==> src/rtl/elastic_pipe_chain.sv <==
// elastic_pipe_chain: DEPTH-stage valid/ready register chain carrying a
// WIDTH-bit payload, with bubble collapsing and per-stage flush.
//
// Ports:
//   clk, rst_n            clock, synchronous active-low reset
//   in_valid/in_ready     producer handshake, in_data payload in
//   out_valid/out_ready   consumer handshake, out_data from last stage
//   flush, flush_mask     kill entries landing in masked stages
//   stage_valid           registered per-stage valid bits
//   occupancy             registered count of valid stages
module elastic_pipe_chain #(
    parameter int WIDTH = 64,
    parameter int DEPTH = 4
) (
    input  logic                       clk,
    input  logic                       rst_n,
    input  logic                       in_valid,
    output logic                       in_ready,
    input  logic [WIDTH-1:0]           in_data,
    output logic                       out_valid,
    input  logic                       out_ready,
    output logic [WIDTH-1:0]           out_data,
    input  logic                       flush,
    input  logic [DEPTH-1:0]           flush_mask,
    output logic [DEPTH-1:0]           stage_valid,
    output logic [$clog2(DEPTH+1)-1:0] occupancy
);

    localparam int OW = $clog2(DEPTH + 1);

    logic [DEPTH-1:0] r_v;
    logic [WIDTH-1:0] r_d [DEPTH];
    logic [OW-1:0]    r_occ;

    logic [DEPTH:0]   w_acc;
    logic [DEPTH-1:0] w_src_v;
    logic [WIDTH-1:0] w_src_d [DEPTH];
    logic [DEPTH-1:0] w_nv;
    logic [OW-1:0]    w_cnt;

    // A stage can take new data if it is empty or everything
    // downstream of it moves; a running variable keeps the
    // ripple out of a self-referencing vector.
    always_comb begin
        logic a;
        a = out_ready;
        w_acc = '0;
        w_acc[DEPTH] = a;
        for (int k = DEPTH - 1; k >= 0; k--) begin
            a = ~r_v[k] | a;
            w_acc[k] = a;
        end
    end

    always_comb begin
        w_src_v = '0;
        w_src_v[0] = in_valid;
        w_src_d[0] = in_data;
        for (int k = 1; k < DEPTH; k++) begin
            w_src_v[k] = r_v[k-1];
            w_src_d[k] = r_d[k-1];
        end
    end

    // Flush masks the next valid state only; the entry leaving
    // the last stage this cycle has already been handed off.
    always_comb begin
        w_nv  = '0;
        w_cnt = '0;
        for (int k = 0; k < DEPTH; k++) begin
            w_nv[k] = (w_acc[k] ? w_src_v[k] : r_v[k])
                    & ~(flush & flush_mask[k]);
            w_cnt = w_cnt + OW'(w_nv[k]);
        end
    end

    always_ff @(posedge clk) begin
        if (!rst_n) begin
            r_v   <= '0;
            r_occ <= '0;
            for (int k = 0; k < DEPTH; k++) begin
                r_d[k] <= '0;
            end
        end else begin
            r_v   <= w_nv;
            r_occ <= w_cnt;
            for (int k = 0; k < DEPTH; k++) begin
                if (w_acc[k] && w_src_v[k]) begin
                    r_d[k] <= w_src_d[k];
                end
            end
        end
    end

    assign in_ready    = rst_n & w_acc[0];
    assign out_valid   = r_v[DEPTH-1];
    assign out_data    = r_d[DEPTH-1];
    assign stage_valid = r_v;
    assign occupancy   = r_occ;

endmodule

==> config.mk <==
export PLATFORM = sky130hd
export DESIGN_NAME = elastic_pipe_chain
export DESIGN_NICKNAME = d
export VERILOG_FILES = /design/src/rtl/elastic_pipe_chain.sv
export SDC_FILE = /design/constraint.sdc
export NUM_CORES = 1
export LEC_CHECK = 0
export BUFFER_PORTS_ARGS = -buffer_cell sky130_fd_sc_hd__buf_2
export CAP_MARGIN = 20
export CELL_PAD_IN_SITES_DETAIL_PLACEMENT = 1
export CELL_PAD_IN_SITES_GLOBAL_PLACEMENT = 1
export CORE_MARGIN = 2
export CORE_UTILIZATION = 40
export CTS_BUF_LIST = sky130_fd_sc_hd__clkbuf_8
export CTS_CLUSTER_SIZE = 16
export DETAILED_ROUTE_END_ITERATION = 8
export GPL_TIMING_DRIVEN = 0
export PLACE_DENSITY = 0.78
export SLEW_MARGIN = 20
export SYNTH_ARGS = -nofsm -noshare
export SYNTH_HDL_FRONTEND = slang
export SYNTH_SLANG_ARGS = --single-unit
==> constraint.sdc <==
create_clock -name clk -period 13.3 [get_ports clk]
set_input_delay 1.995 -clock clk [delete_from_list [all_inputs] [get_ports clk]]
set_output_delay 1.995 -clock clk [all_outputs]
set_load 0.01 [all_outputs]
==> impl_metrics.py <==
metrics = {
    "pwr": {
        "leakage_nw": 5.01,
        "cellPowerDensity_mw_per_mm2": 128,
        "p_seq_frac": 0.584,
        "switching_share": 0.224,
        "internal_power_mw": 1.29,
        "peakVddDrop_v": 0.0000505,
        "switching_power_mw": 0.371,
        "comb_power_share": 0.059,
        "p_clk_frac": 0.358,
    },
    "grt": {
        "grt_max_degree": 34,
        "overflow": 0,
        "grt_usage": 0.177,
        "antenna_found_initial": 3,
        "busiest_layer": "met2",
        "use_met2": 0.319,
        "met3_usage": 0.0409,
        "grt_pass1_wl_um": 38100,
        "grt_util_met1": 0.194,
        "grt_pass1_vias": 7020,
    },
    "floorplanning": {
        "die_h_um": 168,
        "ios": 146,
        "die-area_mm2": 0.0282,
        "start_util": 0.403,
        "num_rows": 60,
        "die_x_um": 168,
        "coreArea_mm2": 0.0267,
    },
    "clock_tree": {
        "path_clk_slew_ns": 0.06,
        "cts_root_buf": "clkbuf_8",
        "post_cts_buffers": 0,
        "clk-insertion-delay-late_ns": 0.54,
        "cts_resized": 0,
        "clock_sinks": 263,
        "h-tree-depth": 2,
        "hold_buffers": 0,
        "clk_path_buf_depth": 3,
        "tritoncts": "built",
        "cts_made_buffers": 41,
    },
    "yosys": {
        "synthDistinctLibCells": 31,
        "synthFlopType": "edfxtp_1",
        "yosysTopAreaCellShare": 0.715,
        "synth-seq-cells": 263,
        "synth_largest_area_cell": "edfxtp_1",
        "synth_edf_count": 256,
        "yosys_warnings": 0,
        "yosysMostFrequentCell": "edfxtp_1",
        "ys_seq_area_frac": 0.728,
        "syn_avg_cell_area_um2": 15.5,
        "synth_nets": 771,
        "synthTopCellsByCount": "edfxtp_1, a21oi_1, and3_1, nand3_1, nor4b_1",
        "synthCells": 695,
        "async_reset_ff_frac": 0,
        "syn_area_mm2": 0.0108,
        "synthTopCellsByArea": "edfxtp_1, nor4b_1, nor3b_2",
    },
    "drt": {
        "initialDrtViolationCount": 328,
        "dr_total_vias": 6602,
        "ant_nets": 0,
        "wl_um": 25000,
        "first_pass_iters": 4,
        "via_per_inst": 5.22,
        "wire_per_inst_um": 19.8,
        "drc_errors": 0,
    },
    "timing": {
        "tightest_slew_ns": 0.728,
        "finalWorstSetupSlack_ns": 8.01,
        "finalCriticalPeriod_ns": 5.29,
        "period_share": 0.398,
        "slew_viol_final": 0,
        "slew-limit-headroom": 0.515,
        "fmax_ghz": 0.189,
        "final.setup.tns_ns": 0,
        "grt_setup_unrepaired": "no",
        "fin_skew_ns": 0.0178,
        "finalHoldViolCount": 0,
        "setup_viol_count_final": 0,
    },
    "finish": {
        "post_route_cells_drive_above_1_share": 0.298,
        "area_growth_pct": 20.1,
        "nets": 968,
    },
    "placement": {
        "port_buffers": 144,
        "dpl_worst_slack_ns": 7.99,
        "gp_congestion": 0.849,
        "dp_hpwl_um": 17900,
    },
    "critical_path": {
        "worstSetupEndpointType": "primary output",
        "start_kind": "input pin",
        "critPathArrivalTime_ns": 3.30,
        "crit_fanout": 10,
        "critPathKind": "input pin to primary output",
        "cp.required_ns": 11.31,
    },
    "flow_run": {
        "drv_cap": 0,
    },
    "min_path": {
        "hp-class": "flip-flop to flip-flop",
    },
    "outcome": {
        "status": "completed",
    },
}
metal layers:
metal	up-vias	wire, um
li1	3113	-
met1	3245	9460
met2	174	13100
met3	70	1420
met4	0	1020
met5	-	0
layout by cell type (no fill, tap or decap), types with 2 or more instances in the layout:
cell and n:
a21oi_1 66, a221oi_1 2, a22oi_1 2, and2_1 4
and3_1 64, buf_16 9, buf_2 161, buf_4 10
buf_6 11, clkbuf_1 42, clkbuf_8 42, clkinv_1 10
dfxtp_1 7, diode_2 3, edfxtp_1 256, ha_1 2
inv_1 23, nand2_1 2, nand3_1 64, nor3b_1 30
nor3b_2 34, nor4b_1 64, o21ai_4 2
flip-flops by register name, summed over array words and instances (netlist names):
name / cells
stage_valid: 4
occupancy: 3
r_d: 256
layout make-up:
class | count | area, um^2
sequential | 263 | 7830
clock buffer | 42 | 578
fill | 2676 | 13700
buffer | 80 | 442
timing repair buffer | 154 | 988
multi-input combinational | 347 | 2510
tap | 341 | 427
antenna | 3 | 7.51
clock inverter | 30 | 116
inverter | 5 | 18.8
logic make-up after synthesis:
group / count (synthesis) / share of synthesized area
simple gates: 266 / 0.186
flops: 263 / 0.728
buf+inv: 85 / 0.0428
compound gates: 78 / 0.0393
fa+ha+maj: 3 / 0.00419
metrics by stage:
step                      hold slack (ns)  cells  area [um^2]   util  total power [mW]
final                               0.542   1265        12900  0.485              1.66
after global routing                0.559   1264        12900  0.485              1.71
after CTS                           0.540   1262        12900  0.484              1.67
after detailed placement            0.530   1190        12200  0.458              1.08
after global placement              0.525   1180        11900  0.447              1.07
after floorplan                     0.520    695        10800      -              1.03
final timing paths:
path	startpoint	end	slack, ns	cells past startpoint
max reg2reg	stage_valid[3]	occupancy[1]	10.40	8
max	rst_n	in_ready	8.01	7
min reg2reg	r_d[1][40]	r_d[2][40]	0.54	1
min	r_d[1][40]	r_d[2][40]	0.54	1
power by group through the flow:
| stage | clock network (mW) | logic (mW) | registers (mW) |
|---|---|---|---|
| after floorplan | 0 | 0.0446 | 0.989 |
| after global placement | 0 | 0.0830 | 0.989 |
| after detailed placement | 0 | 0.0983 | 0.984 |
| after CTS | 0.605 | 0.0988 | 0.967 |
| after global routing | 0.638 | 0.106 | 0.971 |
| final | 0.593 | 0.0976 | 0.967 |
critical path: stages:
cell and delay [ns]:
buf_2 0.08, buf_4 0.22, inv_2 0.15, buf_6 0.17
buf_2 0.19, a21oi_1 0.28, buf_2 0.19
No activity file was read; power rests on OpenSTA's default activity.
